$ cat src/rtl/sig_result_collector_pkg.sv
// Shared types and widths for the result collector: FSM states, sample width
// and the window-sum width helper.
package sig_collect_pkg;

    localparam int SAMPLE_W = 16;

    typedef enum logic {
        FILL    = 1'b0,
        PUBLISH = 1'b1
    } state_t;

    function automatic int sum_width(input int win_log2);
        return SAMPLE_W + win_log2;
    endfunction

endpackage

$ cat src/rtl/sig_result_collector_if.sv
// Sample input and valid/ready output bus of the result collector.
// The slave modport is the collector's view; master is the host/consumer view.
interface sig_result_collector_if;
    import sig_collect_pkg::*;

    logic [SAMPLE_W-1:0] result_in;
    logic                result_valid;
    logic [SAMPLE_W-1:0] out_data;
    logic                out_valid;
    logic                out_ready;

    modport slave (
        input  result_in,
        input  result_valid,
        input  out_ready,
        output out_data,
        output out_valid
    );

    modport master (
        output result_in,
        output result_valid,
        output out_ready,
        input  out_data,
        input  out_valid
    );

endinterface

$ cat src/rtl/sig_result_collector_fifo.sv
// Synchronous FIFO with a registered head word, so the oldest entry is
// presented straight from a flop and holds its value once the FIFO drains.
module sig_result_fifo
    import sig_collect_pkg::*;
#(
    parameter int DEPTH = 8,
    localparam int AW = $clog2(DEPTH),
    localparam int CW = AW + 1
) (
    input  logic                clk,
    input  logic                rst,
    input  logic                clear_i,
    input  logic                push_i,
    input  logic                pop_i,
    input  logic [SAMPLE_W-1:0] data_i,
    output logic [SAMPLE_W-1:0] head_o,
    output logic                full_o,
    output logic                empty_o,
    output logic [CW-1:0]       count_o
);

    logic [SAMPLE_W-1:0] mem_q [DEPTH];
    logic [AW-1:0]       wr_ptr_q, wr_ptr_d;
    logic [AW-1:0]       rd_ptr_q, rd_ptr_d;
    logic [AW-1:0]       rd_inc;
    logic [CW-1:0]       count_q, count_d;
    logic [SAMPLE_W-1:0] head_q, head_d;
    logic                full, empty, push_ok, pop_ok;

    assign full    = (count_q == CW'(DEPTH));
    assign empty   = (count_q == '0);
    assign pop_ok  = pop_i & ~empty;
    assign push_ok = push_i & (~full | pop_ok);
    assign rd_inc  = rd_ptr_q + AW'(1);

    always_ff @(posedge clk) begin
        if (push_ok && !clear_i) begin
            mem_q[wr_ptr_q] <= data_i;
        end
    end

    // The head register tracks mem_q[rd_ptr_q] one step ahead; when the popped
    // entry is the last one, an incoming word bypasses straight to the head.
    always_comb begin
        wr_ptr_d = wr_ptr_q;
        rd_ptr_d = rd_ptr_q;
        count_d  = count_q;
        head_d   = head_q;
        if (clear_i) begin
            wr_ptr_d = '0;
            rd_ptr_d = '0;
            count_d  = '0;
        end else begin
            if (push_ok) begin
                wr_ptr_d = wr_ptr_q + AW'(1);
            end
            if (pop_ok) begin
                rd_ptr_d = rd_inc;
            end
            if (push_ok && !pop_ok) begin
                count_d = count_q + CW'(1);
            end else if (pop_ok && !push_ok) begin
                count_d = count_q - CW'(1);
            end
            if (pop_ok) begin
                if (count_q > CW'(1)) begin
                    head_d = mem_q[rd_inc];
                end else if (push_ok) begin
                    head_d = data_i;
                end
            end else if (push_ok && empty) begin
                head_d = data_i;
            end
        end
    end

    always_ff @(posedge clk or posedge rst) begin
        if (rst) begin
            wr_ptr_q <= '0;
            rd_ptr_q <= '0;
            count_q  <= '0;
            head_q   <= '0;
        end else begin
            wr_ptr_q <= wr_ptr_d;
            rd_ptr_q <= rd_ptr_d;
            count_q  <= count_d;
            head_q   <= head_d;
        end
    end

    assign head_o  = head_q;
    assign full_o  = full;
    assign empty_o = empty;
    assign count_o = count_q;

endmodule

$ cat src/rtl/sig_result_collector.sv
// Result collector: buffers host results in a FIFO and publishes average,
// minimum and maximum over fixed windows of 2**WIN_LOG2 samples.
module sig_result_collector
    import sig_collect_pkg::*;
#(
    parameter int DEPTH    = 8,
    parameter int WIN_LOG2 = 3,
    localparam int CW      = $clog2(DEPTH) + 1
) (
    input  logic                  clk,
    input  logic                  rst,
    input  logic                  clear_i,
    sig_result_collector_if.slave bus,
    output logic [CW-1:0]         fifo_count_o,
    output logic                  overflow_o,
    output logic [SAMPLE_W-1:0]   win_avg_o,
    output logic [SAMPLE_W-1:0]   win_min_o,
    output logic [SAMPLE_W-1:0]   win_max_o,
    output logic                  win_done_o
);

    localparam int SUM_W = sum_width(WIN_LOG2);
    localparam logic [WIN_LOG2-1:0] IDX_LAST = '1;

    logic                full, empty, push, pop, sample;
    logic [SAMPLE_W-1:0] head;
    logic                overflow_q, overflow_d;

    assign pop    = ~empty & bus.out_ready;
    assign push   = bus.result_valid & (~full | pop);
    assign sample = bus.result_valid & ~clear_i;

    sig_result_fifo #(.DEPTH(DEPTH)) u_fifo (
        .clk     (clk),
        .rst     (rst),
        .clear_i (clear_i),
        .push_i  (push),
        .pop_i   (pop),
        .data_i  (bus.result_in),
        .head_o  (head),
        .full_o  (full),
        .empty_o (empty),
        .count_o (fifo_count_o)
    );

    assign bus.out_data  = head;
    assign bus.out_valid = ~empty;

    always_comb begin
        overflow_d = overflow_q;
        if (clear_i) begin
            overflow_d = 1'b0;
        end else if (bus.result_valid && full && !pop) begin
            overflow_d = 1'b1;
        end
    end

    state_t              state_q, state_d;
    logic [SUM_W-1:0]    sum_q, sum_d, sum_next;
    logic [WIN_LOG2-1:0] idx_q, idx_d;
    logic [SAMPLE_W-1:0] run_min_q, run_min_d, run_max_q, run_max_d;
    logic [SAMPLE_W-1:0] samp_min, samp_max;
    logic [SAMPLE_W-1:0] win_avg_q, win_avg_d, win_min_q, win_min_d;
    logic [SAMPLE_W-1:0] win_max_q, win_max_d;
    logic                win_done_q, win_done_d;

    // Index 0 marks the first sample of a window, which seeds min and max.
    assign sum_next = sum_q + {{WIN_LOG2{1'b0}}, bus.result_in};
    assign samp_min = (idx_q == '0 || bus.result_in < run_min_q) ? bus.result_in : run_min_q;
    assign samp_max = (idx_q == '0 || bus.result_in > run_max_q) ? bus.result_in : run_max_q;

    // Results are latched on the edge that registers the final sample, so the
    // PUBLISH cycle shows them alongside win_done and is free to start a window.
    always_comb begin
        state_d    = state_q;
        sum_d      = sum_q;
        idx_d      = idx_q;
        run_min_d  = run_min_q;
        run_max_d  = run_max_q;
        win_avg_d  = win_avg_q;
        win_min_d  = win_min_q;
        win_max_d  = win_max_q;
        win_done_d = 1'b0;
        if (clear_i) begin
            state_d = FILL;
            sum_d   = '0;
            idx_d   = '0;
        end else begin
            case (state_q)
                FILL: begin
                    if (sample) begin
                        sum_d     = sum_next;
                        idx_d     = idx_q + WIN_LOG2'(1);
                        run_min_d = samp_min;
                        run_max_d = samp_max;
                        if (idx_q == IDX_LAST) begin
                            state_d    = PUBLISH;
                            win_avg_d  = sum_next[SUM_W-1:WIN_LOG2];
                            win_min_d  = samp_min;
                            win_max_d  = samp_max;
                            win_done_d = 1'b1;
                            sum_d      = '0;
                            idx_d      = '0;
                        end
                    end
                end
                PUBLISH: begin
                    state_d = FILL;
                    if (sample) begin
                        sum_d     = sum_next;
                        idx_d     = idx_q + WIN_LOG2'(1);
                        run_min_d = samp_min;
                        run_max_d = samp_max;
                    end
                end
                default: state_d = FILL;
            endcase
        end
    end

    always_ff @(posedge clk or posedge rst) begin
        if (rst) begin
            state_q    <= FILL;
            sum_q      <= '0;
            idx_q      <= '0;
            run_min_q  <= '0;
            run_max_q  <= '0;
            win_avg_q  <= '0;
            win_min_q  <= '0;
            win_max_q  <= '0;
            win_done_q <= 1'b0;
            overflow_q <= 1'b0;
        end else begin
            state_q    <= state_d;
            sum_q      <= sum_d;
            idx_q      <= idx_d;
            run_min_q  <= run_min_d;
            run_max_q  <= run_max_d;
            win_avg_q  <= win_avg_d;
            win_min_q  <= win_min_d;
            win_max_q  <= win_max_d;
            win_done_q <= win_done_d;
            overflow_q <= overflow_d;
        end
    end

    assign overflow_o = overflow_q;
    assign win_avg_o  = win_avg_q;
    assign win_min_o  = win_min_q;
    assign win_max_o  = win_max_q;
    assign win_done_o = win_done_q;

endmodule

$ cat src/flat_wrapper.sv
// flat-port wrapper written by rule: the top's interface ports become plain ports
module sig_result_collector_flat import sig_collect_pkg::*;
#(
    parameter int DEPTH    = 8,
    parameter int WIN_LOG2 = 3,
    localparam int CW      = $clog2(DEPTH) + 1
)
  (clk, rst, clear_i, fifo_count_o, overflow_o, win_avg_o, win_min_o, win_max_o, win_done_o, bus_result_in, bus_result_valid, bus_out_ready, bus_out_data, bus_out_valid);
  sig_result_collector_if bus_i ();
  input  logic clk;
  input  logic rst;
  input  logic clear_i;
  output logic [CW-1:0] fifo_count_o;
  output logic overflow_o;
  output logic [SAMPLE_W-1:0] win_avg_o;
  output logic [SAMPLE_W-1:0] win_min_o;
  output logic [SAMPLE_W-1:0] win_max_o;
  output logic win_done_o;
  input wire logic [$bits(bus_i.result_in)-1:0] bus_result_in;
  input wire logic [$bits(bus_i.result_valid)-1:0] bus_result_valid;
  input wire logic [$bits(bus_i.out_ready)-1:0] bus_out_ready;
  output wire logic [$bits(bus_i.out_data)-1:0] bus_out_data;
  output wire logic [$bits(bus_i.out_valid)-1:0] bus_out_valid;
  assign bus_i.result_in = bus_result_in;
  assign bus_i.result_valid = bus_result_valid;
  assign bus_i.out_ready = bus_out_ready;
  assign bus_out_data = bus_i.out_data;
  assign bus_out_valid = bus_i.out_valid;
  sig_result_collector #(.DEPTH(DEPTH), .WIN_LOG2(WIN_LOG2)) u_core (.clk(clk), .rst(rst), .clear_i(clear_i), .bus(bus_i), .fifo_count_o(fifo_count_o), .overflow_o(overflow_o), .win_avg_o(win_avg_o), .win_min_o(win_min_o), .win_max_o(win_max_o), .win_done_o(win_done_o));
endmodule
$ cat config.mk
export PLATFORM = sky130hd
export DESIGN_NAME = sig_result_collector_flat
export DESIGN_NICKNAME = d
export VERILOG_FILES = /design/src/rtl/sig_result_collector_pkg.sv /design/src/rtl/sig_result_collector_if.sv /design/src/rtl/sig_result_collector_fifo.sv /design/src/rtl/sig_result_collector.sv /design/src/flat_wrapper.sv
export SDC_FILE = /design/constraint.sdc
export NUM_CORES = 1
export LEC_CHECK = 0
export BUFFER_PORTS_ARGS = -buffer_cell sky130_fd_sc_hd__clkbuf_2
export CAP_MARGIN = 20
export CORE_MARGIN = 4
export CORE_UTILIZATION = 30
export CTS_CLUSTER_DIAMETER = 60
export DETAILED_ROUTE_END_ITERATION = 16
export GPL_TIMING_DRIVEN = 0
export HOLD_SLACK_MARGIN = 0.03
export PLACE_DENSITY = 0.5
export SLEW_MARGIN = 30
export SYNTH_ARGS = -nofsm -noshare
export SYNTH_HDL_FRONTEND = slang
export SYNTH_HIERARCHICAL = 1
export SYNTH_SLANG_ARGS = --single-unit
$ cat constraint.sdc
create_clock -name clk -period 5.83 [get_ports clk]
set_input_delay 0.8745 -clock clk [delete_from_list [all_inputs] [get_ports clk]]
set_output_delay 0.8745 -clock clk [all_outputs]
set_load 0.005 [all_outputs]
== After elaboration in Yosys (flattened, before gate mapping) ==
Memory sizes are Yosys's and may differ from the RTL's.
Cells that the tools add are included.

* Bits in writable memories: 128
* Register bits after elaboration: 131
* Logic and storage cells: 98
* Output and inout bits: 71
* Memories: 1
* Input bits: 21

{| class="wikitable"
|+ Memory list
! memory !! words !! bits a word !! rd ports !! clocked after memory_dff !! wr ports !! line !! source
|-
| u_core.u_fifo.mem_q || 8 || 16 || 1 || 0 || 1 || sig_result_collector_fifo.sv:22 || <nowiki>logic [SAMPLE_W-1:0] mem_q [DEPTH];</nowiki>
|}

* Bitwise gates (word level): 11
* Add/subtract/negate cells: 6
* Muxes and demuxes: 35
* Eq/ne operators: 5
* $lt $le $gt $ge: 3
* Reductions and logical operators: 23

{| class="wikitable"
|+ Operators with widths
! operator !! count
|-
| $mux W16 || 8
|-
| $mux W19 || 4
|-
| $pmux W19 S2 || 1
|-
| $mux W3 || 8
|-
| $add A19 B16 Y19 || 1
|-
| $gt A16 B16 Y1 || 1
|-
| $lt A16 B16 Y1 || 1
|-
| $mux W4 || 3
|-
| $add A3 B1 Y3 const B || 3
|-
| $mux W1 || 9
|-
| $ne A3 B2 Y1 const B || 3
|-
| $reduce_bool A2 Y1 || 4
|-
| $logic_and A1 B1 Y1 || 6
|-
| $pmux W3 S2 || 1
|-
| $and A1 B1 Y1 || 5
|-
| $add A4 B1 Y4 const B || 1
|-
| $eq A4 B4 Y1 const B || 1
|-
| $gt A4 B1 Y1 const B || 1
|-
| $logic_not A1 Y1 || 4
|-
| $logic_not A4 Y1 || 1
|-
| $not A1 Y1 || 4
|-
| $reduce_and A2 Y1 || 2
|-
| $reduce_and A4 Y1 || 1
|-
| $sub A4 B1 Y4 const B || 1
|-
| 7 further kinds || 9
|}

== Longest topological paths before layout ==
Gate-level depths: netlist (run 1).

* Depth after elaboration: 11
* Depth in mapped cells: 11
* Depth with buffers taken out: 11

== Modules after synthesis ==
Netlist (run 1), hierarchy kept.

{| class="wikitable"
|+ Modules (own cells, without submodules)
! module !! area each (um^2) !! sequential area each (um^2) !! times used !! cells an instance
|-
| sig_result_fifo || 6234.7 || 4494.3 || 1 || 354
|-
| sig_result_collector || 6155.9 || 2602.5 || 1 || 635
|}

== Least setup slack after synthesis (run 1) ==
Ideal clock, no wire load.

* Path kind: input to register
* Start point: input bus_result_valid
* End point: memory u_core.u_fifo.mem_q[0][0] (enable)
* Data required time: 5.421 ns
* Path buffers: 1
* Arrival time: 3.407 ns
* Library setup time: 0.409 ns
* Cell stages on the path: 5
* Slack: 2.014 ns
* Cells stage by stage: clkbuf_1 -> a21boi_0 -> o21ai_1 -> or3_1 -> nor3_1

* Word-level cells in the longest chain between the ends: 5

{| class="wikitable"
|+ RTL lines
! what !! line !! source
|-
| start: declaration || flat_wrapper.sv:20 || <nowiki>input wire logic [$bits(bus_i.result_valid)-1:0] bus_result_valid;</nowiki>
|-
| $and A1 B1 Y1 || sig_result_collector.sv:30 || <nowiki>assign push = bus.result_valid & (~full | pop);</nowiki>
|-
| via u_core.push || sig_result_collector.sv:25 || <nowiki>logic full, empty, push, pop, sample;</nowiki>
|-
| $and A1 B1 Y1 || sig_result_collector_fifo.sv:33 || <nowiki>assign push_ok = push_i & (~full | pop_ok);</nowiki>
|-
| $logic_and A1 B1 Y1 || sig_result_collector_fifo.sv:37 || <nowiki>if (push_ok && !clear_i) begin</nowiki>
|-
| $mux W1 || sig_result_collector_fifo.sv:37 ||
|-
| $mux W1 (not written as such) || sig_result_collector_fifo.sv:38 || <nowiki>mem_q[wr_ptr_q] <= data_i;</nowiki>
|-
| end: declaration || sig_result_collector_fifo.sv:22 ||
|}

The timed path passes the listed nets, and every way through them passes these cells.

== Worst setup path in the final report (run 1) ==
* Start point: register u_core.u_fifo.count_q[0], in the netlist u_core/u_fifo/count_o[0]
* End point: memory u_core.u_fifo.mem_q[2][4] (enable)

* Word-level cells in the longest chain between the ends: 9
* Elaborated cells between the ends (all ways): 13
* Classes of those cells: eq/ne: 1; mux: 2; bitwise: 8; reduce/logical: 2

{| class="wikitable"
|+ RTL lines
! what !! line !! source
|-
| start: declaration || sig_result_collector_fifo.sv:26 || <nowiki>logic [CW-1:0] count_q, count_d;</nowiki>
|-
| start signal: assignment || sig_result_collector_fifo.sv:86 || <nowiki>count_q <= count_d;</nowiki>
|-
| $logic_not A4 Y1 || sig_result_collector_fifo.sv:31 || <nowiki>assign empty = (count_q == '0);</nowiki>
|-
| via u_core.empty || sig_result_collector.sv:25 ||
|-
| $not A1 Y1 || sig_result_collector.sv:29 || <nowiki>assign pop = ~empty & bus.out_ready;</nowiki>
|-
| $and A1 B1 Y1 || sig_result_collector.sv:29 ||
|-
| $or A1 B1 Y1 || sig_result_collector.sv:30 ||
|-
| $and A1 B1 Y1 || sig_result_collector.sv:30 ||
|-
| via u_core.push || sig_result_collector.sv:25 ||
|-
| $and A1 B1 Y1 || sig_result_collector_fifo.sv:33 ||
|-
| $logic_and A1 B1 Y1 || sig_result_collector_fifo.sv:37 ||
|-
| $mux W1 || sig_result_collector_fifo.sv:37 ||
|-
| $mux W1 (not written as such) || sig_result_collector_fifo.sv:38 ||
|}

The timed path passes the listed nets, and every way through them passes these cells.

==> reports/qor.csv, run 1 <==
metric,value,unit
status,"complete, no violations",
rsz0062_at_grt,no,
maxCapViolCount,0,
setup_viol,0,
worstSetupStartpoint,u_core/u_fifo/count_o[0],
drtIter0Drc,537,
p_per_area,402.2,nW/µm²
synth-edff-count,128,
r2r_start,u_core/u_fifo/count_o[0],
arrival,3.74,ns
clk_path_buf_depth,3,
globalRouteOverflowTotal,0,
hold_viol,0,
nets,1203,
synth.cell_area,12390,µm²
cts_setup_buffers,0,
cts.repair.resized,0,
drv_slew,0,
dp_hpwl,23150,µm
tritoncts,done,
required,6.04,ns
syn_area_per_cell,12.53,µm²
vias,8532,
ys_top_cells_by_area,"edfxtp_1 31%, dfrtp_1 26%, mux4_2 5.8%",
clockRootBuffer,clkbuf_16,
worstSkewPairLatency,0.51,ns
synth_top_cell_by_area,edfxtp_1,
track_usage,14.72,%
wire_per_inst,19.53,µm
drc,0,
dp_cells,1621,
period_needed,3.529,ns
port_buffers,90,
clock.fmax,283.4,MHz
synth_fp_nets,1067,
fin_setup_tns,0,ns
synth.most_common_cell,dfrtp_1,
crit_type,reg -> reg,
endpoint_kind,flip-flop,
drt_pass1_iterations,5,
initial_core_util,30.35,%
place_ws,2.049,ns
holdWs,0.3462,ns
io_pins,92,
yosysSeqAreaShare,57.28,%
crit_path_max_fanout,9,
async_flop_share,50.39,%
clock_sinks,258,
hold_buffers,0,
ys_top_cells_by_count,"130 x dfrtp_1, 128 x edfxtp_1, 84 x nand2_1",
grt_pass1_vias,8844,
relSlewSlack,40.82,%
wl,32840,µm
critical_path.startpoint_type,flip-flop,
cts_made_buffers,34,
leakagePower,6.015,nW
viasPerCell,5.073,
hp-class,in -> async,
ys_ff_latch,258,
skew,0.01898,ns
die_h,211.2,µm
cts_htree_levels,2,
layout-drive-gt1-share,22.52,%
worstMarginPinSlew,0.8844,ns
total_power,5.949,mW
netlist_instances,989,
yosys_warnings,6,
core_area,40830,µm²
n_antenna_cell,0,
gp_congestion,0.8144,
die-area,44620,µm²
yosysUniqueCellTypes,65,
fin_ws,2.301,ns
row_count,74,
area_growth,19.36,%
grt_pass1_wl,51620,µm
fin_crit_sh,60.53,%
synth_flop_cell,dfrtp_1,
yosysTopAreaCellShare,31.02,%
path_clk_slew,0.06,ns
detail-route-antenna-nets,0,
antenna_found_initial,0,
grt_start_max_net_pins,70,
die_w,211.2,µm
max-vdd-ir-drop,193.6,µV
fin_cells,1682,
path summary, 6_finish.rpt:
kind / end / slack [ns] / cells after the start
max reg2reg: u_core/u_fifo/mem_q[2][4] / 2.30 / 10
min in group clk: u_core/u_fifo/head_o[6] / 0.48 / 2
min: u_core/overflow_o / 0.35 / 2
max: u_core/u_fifo/mem_q[2][4] / 2.30 / 10
min reg2reg: u_core/u_fifo/head_o[6] / 0.48 / 2
max in group asynchronous: u_core/run_min_q[15] / 4.82 / 3
worst max-delay path: stages, from the launching register on:
cell and delay [ns]:
dfrtp_1 0.47, inv_1 0.12, ha_1 0.26, nor3b_2 0.20, inv_1 0.08, nand2_1 0.08
a21boi_0 0.54, o21ai_1 0.31, or3_1 0.51, nor2_2 0.43, buf_6 0.23
state kept, by name, summed over array words and instances (netlist names):
signal and count:
u_core/overflow_o 1, u_core/state_q 1, u_core/run_max_q 16, u_core/win_avg_o 16, u_core/sum_q 19, u_core/run_min_q 16, u_core/u_fifo/wr_ptr_q 3, u_core/u_fifo/count_o 4
u_core/win_min_o 16, u_core/u_fifo/mem_q 128, u_core/u_fifo/head_o 16, u_core/u_fifo/rd_ptr_q 3, u_core/idx_q 3, u_core/win_max_o 16
logic make-up (layout without fill, tap and decap cells):
kind of cell               after synthesis  in the layout  synth area share, %
and+or+nand+nor                        266            266                9.805
DFF                                    258            258                57.28
AOI/OAI and AO/OA                      210            210                11.99
buffers and inverters                   99            260                3.413
muxes                                   77             77                10.15
adders and majority gates               57             57                5.816
xor gates and xnor gates                22             22                1.555
cell type report:
type	instances	area (µm²)
multi-input cells	632	4901
clock inverters	24	236.5
fillers	3981	26040
inverters	49	191.4
well taps	532	665.6
plain buffers	50	239.0
repair buffers	100	575.6
flip-flops and latches	258	7097
clock buffers	37	883.3
routing by layer:
| layer | share of wire (%) | track usage, % | routed length (µm) | up-vias |
|---|---|---|---|---|
| li1 | - | - | - | 3997 |
| met1 | 47 | 21.01 | 15390 | 4254 |
| met2 | 46 | 23.18 | 15050 | 228 |
| met3 | 4.5 | 2.362 | 1475 | 53 |
| met4 | 2.8 | 4.538 | 922 | 0 |
| met5 | 0 | 0 | 0 | - |
cell usage in the layout, fill, tap and decap left out, types with 5 or more instances in the layout:
master,n
mux4_2,32
clkbuf_2,90
nor3_1,22
buf_6,6
a21oi_1,20
a22o_1,12
nor2_2,5
clkinv_1,5
nand4_1,10
a31oi_1,22
buf_4,6
o21ai_0,44
nor2b_1,21
nand2b_1,6
buf_2,11
mux2i_1,6
mux2_2,27
xnor2_1,15
clkbuf_1,34
clkbuf_16,35
dfrtp_1,130
nor2_1,70
inv_1,46
o221ai_1,18
o31ai_1,15
ha_1,56
a21o_1,9
clkinv_2,9
nand2_1,84
a221oi_1,17
edfxtp_1,128
nand3_1,29
xor2_1,7
a211oi_1,20
mux2_4,10
report_power, final:
| group | internal (mW) | total, mW | switching, mW |
|---|---|---|---|
| clock | 1.28 | 2.07 | 0.795 |
| combinational | 0.714 | 1.64 | 0.924 |
| sequential | 2.11 | 2.24 | 0.131 |
per-stage QoR:
stage | instance area [µm²] | util (%)
floorplan | 12390 | -
global placement | 13510 | 33.08
detailed placement | 13670 | 33.48
CTS | 14790 | 36.22
global route | 14790 | 36.22
finish | 14790 | 36.22
Power figures use the tool's default switching activity.
==> run 2, diff against run 1 <==
Settings changed: ABC_AREA set to 1, PLACE_DENSITY 0.5 to 0.49.
Clock period 5.83 ns to 3.5 ns, I/O delays scaled along.
==> reports/qor.csv, run 2 <==
metric,value,unit,change
p_seq_share,35.2,%,-2.4 points
grt_start_max_net_pins,63,,-10%
fin_ws,0.1869,ns,-2.114 ns
drv_slew,0,,unchanged
netSwitchingPower,3.818,mW,+110%
syn_area_per_cell,8.676,µm²,-31%
track_usage,15.63,%,+0.92 points
yosysUniqueCellTypes,48,,-26%
cp_top_family,simple AND/OR/NAND/NOR gates,,
wl,37620,µm,+15%
gp_congestion,0.8285,,+1.7%
clockRootBuffer,clkbuf_16,,
yosys_warnings,6,,unchanged
power_switching_share,36.61,%,+5.5 points
cp_num_buf_inv,5,,+2
status,"complete, no violations",,
regMostFlops,u_core/u_fifo/mem_q,,
met2_length,18530,µm,+23%
final_common_cell,nand2_1,,
yosysTopAreaCellShare,28.92,%,-2.1 points
worstMarginPinSlew,0.9219,ns,+0.03741 ns
clock_sinks,258,,unchanged
dp_hpwl,26590,µm,+15%
drtIter0Drc,564,,+5.0%
final_cell_mix,"544 x nand2_1, 222 x nand3_1, 191 x inv_1",,
skew,0.02118,ns,+0.002194 ns
largest_register_ffs,128,,unchanged
maxUsedRoutingLayer,met4,,
synth-edff-count,128,,unchanged
drt_pass1_iterations,5,,unchanged
placed_area,14590,µm²,+6.7%
core_area,43460,µm²,+6.4%
crit_path_cell_trace,"inv_1, ha_1, nand2_4, inv_1, inv_1, nand2_1, a21oi_1, inv_1, a21oi_2, inv_1, nor2_1, nand2_1, nor2_2",,
area_growth,17.62,%,
synth_top_cell_by_area,edfxtp_1,,
die-area,47740,µm²,+7.0%
grt_pass1_vias,10280,,+16%
n_antenna_cell,0,,unchanged
worstSkewPairLatency,0.56,ns,+0.05 ns
synth.most_common_cell,nand2_1,,
die_w,218.5,µm,+3.4%
clock.fmax,301.8,MHz,+6.5%
fin_cells,2271,,+35%
fin_area,15630,µm²,+5.7%
antenna_found_initial,1,,+1
holdWs,0.3045,ns,-0.04178 ns
viasPerCell,4.554,,-10%
ys_top_cells_by_area,"edfxtp_1 29%, dfrtp_1 24%, nand2_1 15%",,
synth_fp_nets,1610,,+51%
hold_viol,0,,unchanged
p_int,6.612,mW,+61%
critical_path.startpoint_type,flip-flop,,
io_pins,92,,unchanged
tritoncts,done,,
hp-class,in -> reg,,
p_comb_share,33.8,%,+6.3 points
vias,10342,,+21%
leakagePower,7.714,nW,+28%
globalRouteOverflowTotal,0,,unchanged
async_flop_share,50.39,%,unchanged
die_h,218.5,µm,+3.4%
rsz0062_at_grt,yes,,
yosysSeqAreaShare,53.39,%,-3.9 points
cts_htree_levels,1,,-1
nets,1740,,+45%
max-vdd-ir-drop,382.6,µV,+98%
synth_flop_cell,dfrtp_1,,
reg.largest.list,"u_core/u_fifo/mem_q: 128 flops, u_core/sum_q: 19 flops",,
drc,0,,unchanged
relSlewSlack,38.48,%,-2.3 points
endpoint_kind,flip-flop,,
maxCapViolCount,0,,unchanged
synth.cell_area,13290,µm²,+7.3%
row_count,76,,+2.7%
critPathSlowestCell,nor2_2,,
arrival,3.48,ns,-0.26 ns
clk_path_buf_depth,3,,unchanged
wire_per_inst,16.56,µm,-15%
initial_core_util,30.59,%,+0.24 points
layout-drive-gt1-share,14.06,%,-8.5 points
wl_met1,16280,µm,+5.7%
detail-route-antenna-nets,0,,unchanged
cts_made_buffers,30,,-12%
required,3.67,ns,-2.37 ns
path_clk_slew,0.06,ns,about the same
ys_ff_latch,258,,unchanged
place_ws,0.1564,ns,-1.893 ns
wl_met3,1620,µm,+9.8%
crit_type,reg -> reg,,
p_per_area,667.1,nW/µm²,+66%
netlist_instances,1532,,+55%
crit_path_max_fanout,16,,+7
port_buffers,91,,+1.1%
ys_top_cells_by_count,"544 x nand2_1, 222 x nand3_1, 193 x inv_1",,
max_stage_delay,0.75,ns,+0.21 ns
fin_crit_sh,94.66,%,+34 points
clkPwrFrac,31.0,%,-3.8 points
cts_setup_buffers,0,,unchanged
grt_pass1_wl,58330,µm,+13%
critPathMostFrequentCell,inv_1,,
setup_viol,0,,unchanged
fill_cells,4478,,+12%
period_needed,3.313,ns,-0.2159 ns
dp_cells,2214,,+37%
run 2: changes by cell type in the layout (fill, tap and decap cells not counted), sizes merged, moves of 32 or more:
| cell | before | now |
|---|---|---|
| mux2 | 39 | 0 |
| inv | 51 | 203 |
| nand2 | 84 | 574 |
| nand3 | 29 | 233 |
| nor2 | 76 | 41 |
| mux4 | 32 | 0 |
run 2: cells by family (layout without fill, tap and decap cells):
kind of cell | Yosys count | in the layout | share of synthesized area [%]
fa+ha+maj | 57 | 57 | 5.422
buf+inv | 255 | 409 | 7.888
xor+xnor | 12 | 12 | 0.9038
flops | 258 | 258 | 53.39
compound gates | 87 | 87 | 3.747
simple gates | 863 | 863 | 28.65
run 2: metrics by stage:
step / util, % / power [mW] / TNS [ns]
after floorplan: - / 6.122 / 0
after global placement: 33.32 / 7.233 / -170.03
after detailed placement: 33.57 / 7.273 / 0
after CTS: 35.94 / 10.56 / 0
after global routing: 35.98 / 11.14 / -8.073
final: 35.98 / 10.43 / 0
run 2: final cells by class:
class	instances	area (µm²)	area share, %
Buffer	52	281.5	1.801
Clock buffer	46	862.1	5.514
Clock inverter	10	156.4	1.000
Inverter	203	774.5	4.954
Multi-Input combinational cell	1019	5181	33.14
Sequential cell	258	7097	45.39
Tap cell	585	732.0	4.682
Timing Repair Buffer	98	549.3	3.513
run 2: power groups by stage:
stage | logic [mW] | clock network, mW | registers [mW]
6_report | 3.53 | 3.23 | 3.67
5_1_grt | 3.98 | 3.45 | 3.71
4_1_cts | 3.56 | 3.33 | 3.67
3_5_place_dp | 3.54 | 0 | 3.73
3_3_place_gp | 3.51 | 0 | 3.73
2_1_floorplan | 2.41 | 0 | 3.71
run 2: worst paths after layout:
| kind | start | to | slack, ns | cells past startpoint |
|---|---|---|---|---|
| max | u_core/u_fifo/count_o[0] | u_core/u_fifo/mem_q[4][3] | 0.19 | 13 |
| min | bus_result_valid | u_core/overflow_o | 0.30 | 3 |
| max reg2reg | u_core/u_fifo/count_o[0] | u_core/u_fifo/mem_q[4][3] | 0.19 | 13 |
| min reg2reg | u_core/u_fifo/head_o[2] | u_core/u_fifo/head_o[2] | 0.47 | 2 |
| max in group asynchronous | rst | u_core/idx_q[0] | 2.35 | 4 |
| min in group asynchronous | rst | u_core/overflow_o | 0.51 | 3 |
run 2: worst register-to-register path, cell delays in order, from the launching register on:
cell and delay, ns:
dfrtp_1 0.43, inv_1 0.13, ha_1 0.27, nand2_4 0.12, inv_1 0.05, inv_1 0.06, nand2_1 0.09, a21oi_1 0.18
inv_1 0.13, a21oi_2 0.26, inv_1 0.09, nor2_1 0.16, nand2_1 0.20, nor2_2 0.75
run 2: repair_timing:
action                                  CTS  global route
hold buffers                              1             0
hold endpoints to repair                 42             0
resized for setup                         0             3
endpoints found under the setup margin    0            72
run 2: per-layer routing:
metal | vias up | track usage (%)
li1 | 5195 | -
met1 | 4851 | 19.85
met2 | 233 | 27.54
met3 | 63 | 2.447
met4 | 0 | 4.592
met5 | - | 0
==> run 3, diff against run 2 <==
Settings changed: PLACE_DENSITY 0.49 to 0.5, SYNTH_HIERARCHICAL 1 to not set.
Clock period 3.5 ns to 3.6 ns, I/O delays scaled along.
==> reports/qor.csv, run 3 <==
metric,value,unit,change
status,"complete, no violations",,
dp_hpwl,26290,µm,-1.1%
grt_pass1_vias,9676,,-5.9%
synth_fp_nets,1415,,-12%
setup_viol,0,,unchanged
required,3.79,ns,+0.12 ns
p_per_area,638.1,nW/µm²,-4.3%
max_stage_delay,0.72,ns,-0.03 ns
hold_viol,0,,unchanged
globalRouteOverflowTotal,0,,unchanged
yosys_warnings,0,,-6
nets,1552,,-11%
period_needed,2.562,ns,-0.7508 ns
critPathMostFrequentCell,nand2_1,,
row_count,74,,-2.6%
relSlewSlack,41.80,%,+3.3 points
rrSetupSlack,1.04,ns,+0.85 ns
die_h,211.4,µm,-3.2%
grt_pass1_wl,57280,µm,-1.8%
critical_path.startpoint_type,flip-flop,,
regMostFlops,u_core.u_fifo.mem_q,,
path_clk_slew,0.06,ns,about the same
utilization,36.37,%,+0.39 points
fin_crit_sh,71.18,%,-23 points
detail-route-antenna-nets,0,,unchanged
vias,9740,,-5.8%
endpoint_kind,flip-flop,,
hold_path.startpoint,clear_i,,
reg2reg_depth,7,,-6
hold_buffers,1,,unchanged
synth_top_family_by_area,simple AND/OR/NAND/NOR gates,,
drt_pass1_iterations,5,,unchanged
worstMarginPinSlew,0.8721,ns,-0.04978 ns
fin_setup_tns,0,ns,unchanged
synth_fa_ha_area_share,5.707,%,+0.28 points
final_common_cell,nand2_1,,
synthSimpleGateAreaFrac,21.05,%,-7.6 points
holdWs,0.3120,ns,+0.007548 ns
tritoncts,done,,
arrival,2.75,ns,-0.73 ns
drv_slew,0,,unchanged
port_buffers,90,,-1.1%
cts_setup_buffers,0,,unchanged
largest_register_ffs,128,,unchanged
crit_path_max_fanout,16,,unchanged
crit_path_end,u_core.u_fifo.mem_q[1][9],,
ys_top_cells_by_area,"edfxtp_1 31%, dfrtp_1 26%, nand2_1 9.8%",,
antenna_found_initial,1,,unchanged
hp-class,in -> reg,,
die_w,211.4,µm,-3.2%
leakagePower,6.687,nW,-13%
muxShareOfSynthArea,0,%,unchanged
crit_type,reg -> reg,,
crit_path_cell_trace,"inv_1, ha_1, nand4_1, nand2_1, nor2_1, nand2_1, nor2_2",,
die-area,44680,µm²,-6.4%
drtIter0Drc,718,,+27%
gp_congestion,0.8970,,+8.3%
async_flop_share,50.39,%,unchanged
synth_flop_cell,dfrtp_1,,
synthXorXnorAreaFrac,0.5646,%,-0.34 points
rr_endpoint,u_core.u_fifo.mem_q[1][9],,
wire_per_inst,18.13,µm,+9.4%
initial_core_util,30.39,%,-0.19 points
io_pins,92,,unchanged
total_power,9.476,mW,-9.1%
maxCapViolCount,0,,unchanged
core_area,40830,µm²,-6.0%
cts_made_buffers,31,,+3.3%
r2r_start,u_core.u_fifo.count_o[0],,
viasPerCell,4.796,,+5.3%
grt_start_max_net_pins,28,,-56%
worstSetupStartpoint,u_core.u_fifo.count_o[0],,
skew,0.01710,ns,-0.004080 ns
dp_cells,1973,,-11%
worstSkewPairLatency,0.57,ns,about the same
cts_htree_levels,1,,unchanged
yosysSeqAreaShare,57.19,%,+3.8 points
yosysUniqueCellTypes,39,,-19%
layout-drive-gt1-share,14.15,%,+0.095 points
clockRootBuffer,clkbuf_16,,
synth_top_cell_by_area,edfxtp_1,,
synth-edff-count,128,,unchanged
reg.largest.list,"u_core.u_fifo.mem_q: 128 flops, u_core.sum_q: 19 flops",,
yosysTopAreaCellShare,30.97,%,+2.1 points
critPathSlowestCell,nor2_2,,
synth.most_common_cell,nand2_1,,
max-vdd-ir-drop,397.4,µV,+3.9%
netlist_instances,1338,,-13%
synth-compound-area-share,10.10,%,+6.4 points
track_usage,16.42,%,+0.78 points
clock_sinks,258,,unchanged
fin_cells,2031,,-11%
cts.repair.resized,0,,unchanged
synth.cell_area,12410,µm²,-6.6%
clock.fmax,390.3,MHz,+29%
rsz0062_at_grt,no,,
final_cell_mix,"324 x nand2_1, 139 x nor2_1, 133 x nand3_1",,
clk_path_buf_depth,3,,unchanged
syn_area_per_cell,9.275,µm²,+6.9%
wl,36810,µm,-2.1%
ys_ff_latch,258,,unchanged
drc,0,,unchanged
area_growth,19.67,%,
ys_top_cells_by_count,"324 x nand2_1, 147 x nor2_1, 133 x nand3_1",,
run 3: worst min-delay path by stage:
stage,endpoint,slack [ns],cells past startpoint
5_1_grt,u_core.u_fifo.count_o[1],0.30,2
3_5_place_dp,u_core.win_max_o[6],0.46,2
4_1_cts,u_core.u_fifo.count_o[1],0.29,2
6_report,u_core.u_fifo.count_o[1],0.31,2
2_1_floorplan,u_core.run_max_q[14],0.45,2
3_3_place_gp,u_core.run_max_q[6],0.46,2
run 3: cells by family (layout without fill, tap and decap cells):
family          after synthesis  in the layout
xor+xnor                      8              8
flops                       258            258
other cells                   0              1
simple gates                630            630
buf+inv                     164            324
compound gates              222            222
fa+ha+maj                    56             56
run 3: critical path, delay by kind of cell (launching register included):
family / cells / cell delay (ns)
adders and majority gates: 1 / 0.22
buffers and inverters: 1 / 0.11
DFF: 1 / 0.42
and+or+nand+nor: 5 / 1.45
run 3: area by class of cell:
type | count | area, µm²
clock buffer | 39 | 887.1
timing repair buffer | 104 | 693.2
fill | 4164 | 25980
clock inverter | 17 | 168.9
multi-input combinational | 916 | 4664
buffer | 55 | 259.0
tap | 532 | 665.6
inverter | 109 | 412.9
sequential | 258 | 7097
antenna | 1 | 2.502
run 3: where the power goes:
part	switching (mW)	internal, mW	leakage (nW)
registers	0.184	3.36	2.83
logic	1.83	0.897	3.34
clock network	1.26	1.94	0.520
run 3: through the flow:
step | setup WS [ns] | cell area, µm²
6_report | 1.038 | 14850
3_5_place_dp | 0.6513 | 13780
4_1_cts | 0.9770 | 14850
3_3_place_gp | 0.3680 | 13530
2_1_floorplan | 1.251 | 12410
5_1_grt | 0.8798 | 14850
run 3: per-layer routing:
layer  wire length, µm  part of all wire [%]  track usage [%]
met5                 0                     0                0
met4               794                   2.2            3.510
met3              1773                   4.8            2.460
met2             16840                    46            26.49
met1             17400                    47            23.65
